`src/rtl/hall_commutator_pkg.sv`:
```
`default_nettype none
// ============================================================================
// Module      : hall_commutator_pkg
// Description : Shared constants and helpers for the hall commutator: the
//               clockwise hall order, the clockwise commutation table, the
//               safe (all phases floating) pattern and the FSM state codes.
// Revision    : 1.0  initial release
// ============================================================================
package hall_commutator_pkg;

    // FSM state codes (kept as plain localparams for legacy tools)
    localparam logic [1:0] c_st_init  = 2'd0;
    localparam logic [1:0] c_st_run   = 2'd1;
    localparam logic [1:0] c_st_fault = 2'd2;

    // Safe output pattern: nothing driven high, all phases floating
    localparam logic [2:0] c_safe_u = 3'b000;
    localparam logic [2:0] c_safe_z = 3'b111;

    typedef struct packed {
        logic [2:0] u;
        logic [2:0] z;
    } phase_t;

    // 000 and 111 cannot be produced by a healthy sensor set
    function automatic logic hall_valid(input logic [2:0] code);
        return (code != 3'b000) && (code != 3'b111);
    endfunction

    // Successor in the clockwise order 101->100->110->010->011->001->101
    function automatic logic [2:0] hall_next_cw(input logic [2:0] code);
        logic [2:0] nxt;
        case (code)
            3'b101:  nxt = 3'b100;
            3'b100:  nxt = 3'b110;
            3'b110:  nxt = 3'b010;
            3'b010:  nxt = 3'b011;
            3'b011:  nxt = 3'b001;
            3'b001:  nxt = 3'b101;
            default: nxt = 3'b000;
        endcase
        return nxt;
    endfunction

    // Predecessor in the clockwise order (i.e. the counter-clockwise step)
    function automatic logic [2:0] hall_prev_cw(input logic [2:0] code);
        logic [2:0] prv;
        case (code)
            3'b101:  prv = 3'b001;
            3'b100:  prv = 3'b101;
            3'b110:  prv = 3'b100;
            3'b010:  prv = 3'b110;
            3'b011:  prv = 3'b010;
            3'b001:  prv = 3'b011;
            default: prv = 3'b000;
        endcase
        return prv;
    endfunction

    // Clockwise commutation table; invalid codes map to the safe pattern
    function automatic phase_t cw_table(input logic [2:0] code);
        phase_t p;
        case (code)
            3'b101:  p = '{u: 3'b100, z: 3'b001};
            3'b100:  p = '{u: 3'b100, z: 3'b010};
            3'b110:  p = '{u: 3'b010, z: 3'b100};
            3'b010:  p = '{u: 3'b010, z: 3'b001};
            3'b011:  p = '{u: 3'b001, z: 3'b010};
            3'b001:  p = '{u: 3'b001, z: 3'b100};
            default: p = '{u: c_safe_u, z: c_safe_z};
        endcase
        return p;
    endfunction

endpackage : hall_commutator_pkg
`default_nettype wire

```
`src/rtl/hall_commutator_if.sv`:
```
`default_nettype none
// ============================================================================
// Module      : hall_commutator_if
// Description : Signal bundle between the hall pins / speed loop and the
//               commutator. The master drives hall inputs and control, the
//               slave (the commutator) drives the phase pattern and status.
//   h[2:0]         raw hall inputs {h1,h2,h3}, asynchronous
//   enable         0 forces safe outputs
//   dir            0 clockwise, 1 counter-clockwise
//   fault_clear    single-cycle pulse clearing a latched fault
//   u[2:0], z[2:0] phase driven high / phase floating
//   step, step_dir step pulse and its direction
//   period, period_valid  commutation period measurement
//   fault          sticky fault flag
// Revision    : 1.0  initial release
// ============================================================================
interface hall_commutator_if #(
    parameter int PERIOD_WIDTH = 16
);
    logic [2:0]              h;
    logic                    enable;
    logic                    dir;
    logic                    fault_clear;
    logic [2:0]              u;
    logic [2:0]              z;
    logic                    step;
    logic                    step_dir;
    logic [PERIOD_WIDTH-1:0] period;
    logic                    period_valid;
    logic                    fault;

    modport master (
        output h, enable, dir, fault_clear,
        input  u, z, step, step_dir, period, period_valid, fault
    );

    modport slave (
        input  h, enable, dir, fault_clear,
        output u, z, step, step_dir, period, period_valid, fault
    );
endinterface : hall_commutator_if
`default_nettype wire

```
`src/rtl/hall_input_filter.sv`:
```
`default_nettype none
// ============================================================================
// Module      : hall_input_filter
// Description : Two-flop synchroniser for the raw hall inputs followed by a
//               debounce: a code is accepted as h_stable only after
//               FILTER_CYCLES consecutive identical synchronised samples.
//   clock, reset   system clock, synchronous active-high reset
//   h_raw[2:0]     asynchronous hall pins
//   h_stable[2:0]  filtered hall code
// Revision    : 1.0  initial release
// ============================================================================
module hall_input_filter #(
    parameter int FILTER_CYCLES = 4
) (
    input  wire logic       clock,
    input  wire logic       reset,
    input  wire logic [2:0] h_raw,
    output logic      [2:0] h_stable
);

    localparam int CNT_W = $clog2(FILTER_CYCLES + 1);

    logic [2:0]       r_sync1;
    logic [2:0]       r_sync2;
    logic [2:0]       r_cand;
    logic [2:0]       r_stable;
    logic [CNT_W-1:0] r_count;
    logic [CNT_W-1:0] w_count_next;

    // Number of consecutive samples equal to the sample just taken,
    // saturating at FILTER_CYCLES.
    always_comb begin
        w_count_next = r_count;
        if (r_sync2 != r_cand) begin
            w_count_next = CNT_W'(1);
        end else if (r_count != CNT_W'(FILTER_CYCLES)) begin
            w_count_next = r_count + CNT_W'(1);
        end
    end

    always_ff @(posedge clock) begin
        if (reset) begin
            r_sync1  <= 3'b000;
            r_sync2  <= 3'b000;
            r_cand   <= 3'b000;
            r_count  <= '0;
            r_stable <= 3'b000;
        end else begin
            r_sync1 <= h_raw;
            r_sync2 <= r_sync1;
            r_cand  <= r_sync2;
            r_count <= w_count_next;
            if (w_count_next == CNT_W'(FILTER_CYCLES)) begin
                r_stable <= r_sync2;
            end
        end
    end

    assign h_stable = r_stable;

endmodule : hall_input_filter
`default_nettype wire

```
`src/rtl/hall_commutator.sv`:
```
`default_nettype none
// ============================================================================
// Module      : hall_commutator
// Description : Six-step commutation for one BLDC channel. Filters the hall
//               inputs, drives the per-phase high/float pattern for the
//               selected direction, flags invalid/skipped hall transitions
//               with a sticky fault and measures the commutation period.
//   clock, reset   system clock, synchronous active-high reset
//   bus (slave)    hall inputs, control, phase pattern and status
// Revision    : 1.0  initial release
// ============================================================================
module hall_commutator
    import hall_commutator_pkg::*;
#(
    parameter int FILTER_CYCLES = 4,
    parameter int PERIOD_WIDTH  = 16,
    parameter int FAULT_LIMIT   = 3
) (
    input  wire logic         clock,
    input  wire logic         reset,
    hall_commutator_if.slave  bus
);

    localparam int                      BAD_W        = $clog2(FAULT_LIMIT + 1);
    localparam logic [PERIOD_WIDTH-1:0] c_period_max = '1;

    logic [2:0]              w_h_stable;
    logic [2:0]              r_h_last;
    logic [1:0]              r_state;
    logic [1:0]              w_state_next;
    logic [BAD_W-1:0]        r_bad;
    logic [BAD_W-1:0]        w_bad_next;

    logic                    w_changed;
    logic                    w_is_cw;
    logic                    w_is_ccw;
    logic                    w_step_evt;
    logic                    w_bad_evt;
    logic                    w_drive;
    phase_t                  w_phase;
    logic [2:0]              w_u_ccw;

    logic [2:0]              r_u;
    logic [2:0]              r_z;
    logic                    r_step;
    logic                    r_step_dir;
    logic                    r_fault;
    logic [PERIOD_WIDTH-1:0] r_counter;
    logic [PERIOD_WIDTH-1:0] r_period;
    logic                    r_period_valid;
    logic                    r_seen_step;

    hall_input_filter #(
        .FILTER_CYCLES (FILTER_CYCLES)
    ) u_filter (
        .clock    (clock),
        .reset    (reset),
        .h_raw    (bus.h),
        .h_stable (w_h_stable)
    );

    // Transition classification against the previous filtered code. The
    // validity guard on the old code stops an invalid->invalid change from
    // matching the 000 returned by the order helpers.
    assign w_changed  = (w_h_stable != r_h_last);
    assign w_is_cw    = w_changed && hall_valid(r_h_last) && hall_valid(w_h_stable)
                        && (hall_next_cw(r_h_last) == w_h_stable);
    assign w_is_ccw   = w_changed && hall_valid(r_h_last) && hall_valid(w_h_stable)
                        && (hall_prev_cw(r_h_last) == w_h_stable);
    assign w_step_evt = (r_state == c_st_run) && (w_is_cw || w_is_ccw);
    assign w_bad_evt  = (r_state == c_st_run) && w_changed && !(w_is_cw || w_is_ccw);

    always_comb begin
        w_state_next = r_state;
        w_bad_next   = r_bad;
        case (r_state)
            c_st_init: begin
                w_bad_next = '0;
                if (hall_valid(w_h_stable)) begin
                    w_state_next = c_st_run;
                end
            end
            c_st_run: begin
                if (w_step_evt) begin
                    w_bad_next = '0;
                end else if (w_bad_evt) begin
                    w_bad_next = r_bad + BAD_W'(1);
                    if ((int'(r_bad) + 1) >= FAULT_LIMIT) begin
                        w_state_next = c_st_fault;
                    end
                end
            end
            c_st_fault: begin
                // A clear beats any bad event arriving in the same cycle
                if (bus.fault_clear) begin
                    w_state_next = c_st_init;
                    w_bad_next   = '0;
                end
            end
            default: begin
                w_state_next = c_st_init;
                w_bad_next   = '0;
            end
        endcase
    end

    // Outputs are registered from the next state so that the phase pattern
    // and the fault flag change on the same edge as the state itself.
    assign w_phase = cw_table(w_h_stable);
    assign w_u_ccw = ~(w_phase.u | w_phase.z) & 3'b111;
    assign w_drive = bus.enable && (w_state_next == c_st_run) && hall_valid(w_h_stable);

    always_ff @(posedge clock) begin
        if (reset) begin
            r_state        <= c_st_init;
            r_bad          <= '0;
            r_h_last       <= 3'b000;
            r_u            <= c_safe_u;
            r_z            <= c_safe_z;
            r_step         <= 1'b0;
            r_step_dir     <= 1'b0;
            r_fault        <= 1'b0;
            r_counter      <= '0;
            r_period       <= '0;
            r_period_valid <= 1'b0;
            r_seen_step    <= 1'b0;
        end else begin
            r_state  <= w_state_next;
            r_bad    <= w_bad_next;
            r_h_last <= w_h_stable;
            r_step   <= w_step_evt;
            r_fault  <= (w_state_next == c_st_fault);

            if (w_drive) begin
                r_u <= bus.dir ? w_u_ccw : w_phase.u;
                r_z <= w_phase.z;
            end else begin
                r_u <= c_safe_u;
                r_z <= c_safe_z;
            end

            if (w_step_evt) begin
                r_step_dir <= w_is_ccw;
            end

            // The first step after entering RUN only closes the interval
            // started at RUN entry, so period_valid waits for the second.
            if (r_state == c_st_run) begin
                if (w_step_evt) begin
                    r_period    <= (r_counter == c_period_max) ? c_period_max
                                                               : r_counter + 1'b1;
                    r_counter   <= '0;
                    r_seen_step <= 1'b1;
                    if (r_seen_step) begin
                        r_period_valid <= 1'b1;
                    end
                end else if (r_counter != c_period_max) begin
                    r_counter <= r_counter + 1'b1;
                end
            end else begin
                r_counter      <= '0;
                r_period_valid <= 1'b0;
                r_seen_step    <= 1'b0;
            end
        end
    end

    assign bus.u            = r_u;
    assign bus.z            = r_z;
    assign bus.step         = r_step;
    assign bus.step_dir     = r_step_dir;
    assign bus.period       = r_period;
    assign bus.period_valid = r_period_valid;
    assign bus.fault        = r_fault;

endmodule : hall_commutator
`default_nettype wire
```
`src/flat_wrapper.sv`:
```
// flat-port wrapper written by rule: the top's interface ports become plain ports
module hall_commutator_flat import hall_commutator_pkg::*;
#(
    parameter int FILTER_CYCLES = 4,
    parameter int PERIOD_WIDTH  = 16,
    parameter int FAULT_LIMIT   = 3
)
  (clock, reset, bus_h, bus_enable, bus_dir, bus_fault_clear, bus_u, bus_z, bus_step, bus_step_dir, bus_period, bus_period_valid, bus_fault);
  hall_commutator_if #(.PERIOD_WIDTH(PERIOD_WIDTH)) bus_i ();
  input  wire logic clock;
  input  wire logic reset;
  input wire logic [$bits(bus_i.h)-1:0] bus_h;
  input wire logic [$bits(bus_i.enable)-1:0] bus_enable;
  input wire logic [$bits(bus_i.dir)-1:0] bus_dir;
  input wire logic [$bits(bus_i.fault_clear)-1:0] bus_fault_clear;
  output wire logic [$bits(bus_i.u)-1:0] bus_u;
  output wire logic [$bits(bus_i.z)-1:0] bus_z;
  output wire logic [$bits(bus_i.step)-1:0] bus_step;
  output wire logic [$bits(bus_i.step_dir)-1:0] bus_step_dir;
  output wire logic [$bits(bus_i.period)-1:0] bus_period;
  output wire logic [$bits(bus_i.period_valid)-1:0] bus_period_valid;
  output wire logic [$bits(bus_i.fault)-1:0] bus_fault;
  assign bus_i.h = bus_h;
  assign bus_i.enable = bus_enable;
  assign bus_i.dir = bus_dir;
  assign bus_i.fault_clear = bus_fault_clear;
  assign bus_u = bus_i.u;
  assign bus_z = bus_i.z;
  assign bus_step = bus_i.step;
  assign bus_step_dir = bus_i.step_dir;
  assign bus_period = bus_i.period;
  assign bus_period_valid = bus_i.period_valid;
  assign bus_fault = bus_i.fault;
  hall_commutator #(.FILTER_CYCLES(FILTER_CYCLES), .PERIOD_WIDTH(PERIOD_WIDTH), .FAULT_LIMIT(FAULT_LIMIT)) u_core (.clock(clock), .reset(reset), .bus(bus_i));
endmodule
```
`config.mk`:
```
export PLATFORM = sky130hd
export DESIGN_NAME = hall_commutator_flat
export DESIGN_NICKNAME = d
export VERILOG_FILES = /design/src/rtl/hall_commutator_pkg.sv /design/src/rtl/hall_commutator_if.sv /design/src/rtl/hall_input_filter.sv /design/src/rtl/hall_commutator.sv /design/src/flat_wrapper.sv
export SDC_FILE = /design/constraint.sdc
export NUM_CORES = 1
export LEC_CHECK = 0
export ABC_AREA = 0
export CAP_MARGIN = 25
export CORE_MARGIN = 2
export CORE_UTILIZATION = 55
export CTS_BUF_LIST = sky130_fd_sc_hd__clkbuf_8
export CTS_CLUSTER_SIZE = 14
export DETAILED_ROUTE_END_ITERATION = 8
export PLACE_DENSITY_LB_ADDON = 0.1
export SLEW_MARGIN = 20
export SYNTH_ARGS = -nofsm -noshare
export SYNTH_HDL_FRONTEND = slang
export SYNTH_SLANG_ARGS = --single-unit
```
`constraint.sdc`:
```
create_clock -name clock -period 2.1 [get_ports clock]
set_input_delay 0.42 -clock clock [delete_from_list [all_inputs] [get_ports clock]]
set_output_delay 0.42 -clock clock [all_outputs]
set_load 0.01 [all_outputs]
```
==> reports/summary.txt, run 1 <==
HPWL Detailed -> 4380 um
Final Cycle Share -> 91.6%
Max Clock Freq -> 520 MHz
Worst setup EP type -> register
Setup CP Type -> reg2reg
Synth Area per Inst -> 8.96 um^2
Post-synth EDFFs -> 0
Critical Path RT -> 2310 ps
via count -> 2520
slowest CP cell -> dfxtp_1
Multi-input gate area -> 1580 um^2
hold_ws -> 442 ps
CTS max path bufs -> 2
core area -> 5200 um^2
layout cells sized above 1 -> 11.5%
Post-synth ARST share -> 0%
filler instances -> 436
Die Y -> 78.0 um
gp weighted congestion -> 0.891
# rows -> 26
first-pass GRT wire length -> 10600 um
unrepaired setup endpoints after global routing -> no
pwr dens -> 618 nW/um^2
DRT iter0 DRCs -> 207
Final Hold Vio Count -> 0
Setup TNS Final -> 0 ps
CP max stage delay -> 430 ps
Pre-Repair DR Iteration Count -> 4
Sw Share -> 23.4%
final setup fails -> 0
worst slew pin tran -> 422 ps
Pleak -> 1.34 nW
status -> finished, final reports clean
gr ovfl total -> 0
largest net degree at the start of global routing -> 38
count of cell types in the netlist -> 50
synthesis warning total -> 0
skew final -> 9.03 ps
Mapped Cells -> 336
Final Critical Period -> 1920 ps
TritonCTS buffer count -> 9
Final Util -> 70.6%
top_reg_cell synth -> dfxtp_1
DRC violation count after routing -> 0
DRT antenna net count -> 0
vias per cell -> 5.56
CTS root buffer -> clkbuf_8
Slew headroom -> 71.8%
#FFs+latches synth -> 65
# port buffers -> 33
Logic pwr share -> 3.1%
syn nets -> 352
initial antenna violation count -> 0
Die Area -> 6080 um^2
Worst Hold Depth -> 1
CTS clock-pin slew for the worst setup and hold paths -> 70 ps
Crit Path Max Fanout -> 6
Clock Latency Late Sink -> 330 ps
Max IR drop VDD -> 474 uV
Slew Limit Fails -> 0
TritonCTS clock tree -> built
wire per inst -> 14.0 um
crit path DAT -> 2140 ps
Die Width -> 78.0 um
GRT Overall Usage -> 22.0%
Initial Util -> 57.8%
P_int -> 1.74 mW
sequential fraction of the synthesis area -> 43.2%
Storage cell area -> 1300 um^2
Clock power frac -> 41.8%
TritonCTS Sinks -> 65
register share of total power -> 55.1%
vias in the first global route -> 2311
Max Cap Viol -> 0
Hold Path Class -> reg2reg
Antenna diodes -> 0
Post-CTS Repair Setup Buffers -> 0
critical path, cell by cell -> ha_1 -> nand4_1 -> nor4_1 -> mux2_2 -> mux2i_1 -> nor2_1
CTS H-tree lvls -> 3
Total Wirelength -> 6350 um
CP Launch Type -> register
Layout area overhead -> 22.0%
Mapped Area -> 3010 um^2
R2R cell count -> 6
Ports -> 34
NetSw -> 0.530 mW
Nets -> 394
## per-layer routing
layer  routed length (um)  GRT usage (%)  part of all wire, %  vias to the layer above
met5                    0              0                    0                        -
met4                   46           7.89                 0.72                        0
met3                  241           5.12                  3.8                        8
met2                 2990           34.9                   47                       52
met1                 3060           29.3                   48                     1176
li1                     -              -                    -                     1284
## synthesized netlist by cell type, types with 6 or more instances
cell      number  area [um^2]
xnor2_1        9         78.8
a211oi_1       9         67.6
clkbuf_1      10         37.5
nor2b_1       20          125
a21oi_1       16         80.1
nand3_1       10         50.1
dfxtp_1       65         1300
ha_1           8          100
nand2_1       11         41.3
nand2b_1       6         37.5
inv_1          9         33.8
buf_2          8         40.0
o21ai_0        8         40.0
nor2_1        49          184
mux2i_1       15          150
nand4_1       13         81.3
## cell families (layout without fill, tap and decap cells)
kind of cell / count (synthesis) / count (layout) / share of synthesized area [%]
compound gates: 60 / 60 / 13.5
xor+xnor: 14 / 14 / 4.07
fa+ha+maj: 8 / 8 / 3.33
buf+inv: 30 / 77 / 4.20
flops: 65 / 65 / 43.2
mux: 18 / 18 / 6.11
simple gates: 141 / 141 / 25.5
## power by group through the flow
| stage | registers, mW | clock network [mW] | logic (mW) |
|---|---|---|---|
| 2_1_floorplan | 1.28 | 0 | 0.0440 |
| 3_3_place_gp | 1.28 | 0 | 0.0682 |
| 3_5_place_dp | 1.28 | 0 | 0.0704 |
| 4_1_cts | 1.25 | 0.973 | 0.0709 |
| 5_1_grt | 1.25 | 1.03 | 0.0780 |
| 6_report | 1.25 | 0.949 | 0.0698 |
## flip-flops by register name, summed over array words and instances, names as in the netlist, 2 cells and up
signal	count
u_core.bus.period	16
u_core.r_counter	16
u_core.bus.u	3
u_core.bus.z	3
u_core.r_h_last	3
u_core.u_filter.h_stable	3
u_core.u_filter.r_cand	3
u_core.u_filter.r_count	3
u_core.u_filter.r_sync1	3
u_core.u_filter.r_sync2	3
u_core.r_bad	2
u_core.r_state	2
## through the flow
stage                     instances  power (mW)  instance area, um^2  setup WS, ps
final                           453        2.27                 3670           177
after global placement          437        1.35                 3490           196
after CTS                       453        2.29                 3670           135
after detailed placement        437        1.35                 3490           180
after global routing            453        2.36                 3670          34.4
after floorplan                 336        1.32                 3010           209
## cell type report
| class | instances | area share (%) |
|---|---|---|
| Timing Repair Buffer | 52 | 13.2 |
| Inverter | 9 | 0.920 |
| Clock buffer | 10 | 3.75 |
| Tap cell | 70 | 2.39 |
| Sequential cell | 65 | 35.4 |
| Clock inverter | 6 | 1.19 |
| Multi-Input combinational cell | 241 | 43.1 |
## critical path: cells and delay by family (launching register included)
kind                     cells  cell delay [ps]
multiplexers                 2              520
adder cells (fa/ha/maj)      1              270
flip-flops                   1              430
AND/OR/NAND/NOR              3              590
## placed cells by master, fill, tap and decap left out, types with 10 or more instances in the layout
| cell | instances |
|---|---|
| dfxtp_1 | 65 |
| clkdlybuf4s50_1 | 33 |
| mux2i_1 | 15 |
| nand2_1 | 11 |
| clkbuf_8 | 10 |
| buf_4 | 18 |
| inv_1 | 10 |
| nor2_1 | 49 |
| nand4_1 | 13 |
| a21oi_1 | 16 |
| nor2b_1 | 20 |
| nand3_1 | 10 |
## worst paths after layout
kind / from / to / slack [ps]
setup / recovery: u_core.r_counter[1]$_SDFFE_PP0N_ / u_core.bus.period[14]$_SDFFE_PP0P_ / 180
hold reg to reg: u_core.u_filter.r_sync1[1]$_SDFF_PP0_ / u_core.u_filter.r_sync2[1]$_SDFF_PP0_ / 440
hold / removal: u_core.u_filter.r_sync1[1]$_SDFF_PP0_ / u_core.u_filter.r_sync2[1]$_SDFF_PP0_ / 440
setup reg to reg: u_core.r_counter[1]$_SDFFE_PP0N_ / u_core.bus.period[14]$_SDFFE_PP0P_ / 180
## repair_timing
action | in CTS | in global routing
hold buffers | 0 | 0
endpoints found under the setup margin | 0 | 2
gates resized for setup | 0 | 0
No activity file was read; power rests on OpenSTA's default activity.
==> run 2, diff against run 1 <==
--- a/config.mk
+++ b/config.mk
@@ -13,7 +13,7 @@
 export CTS_CLUSTER_SIZE = 14
 export DETAILED_ROUTE_END_ITERATION = 8
 export PLACE_DENSITY_LB_ADDON = 0.1
-export SLEW_MARGIN = 20
+export SLEW_MARGIN = 5
 export SYNTH_ARGS = -nofsm -noshare
 export SYNTH_HDL_FRONTEND = slang
 export SYNTH_SLANG_ARGS = --single-unit
==> results of run 2 <==
The final DEF is identical to that of run 1; final timing and power are the same.
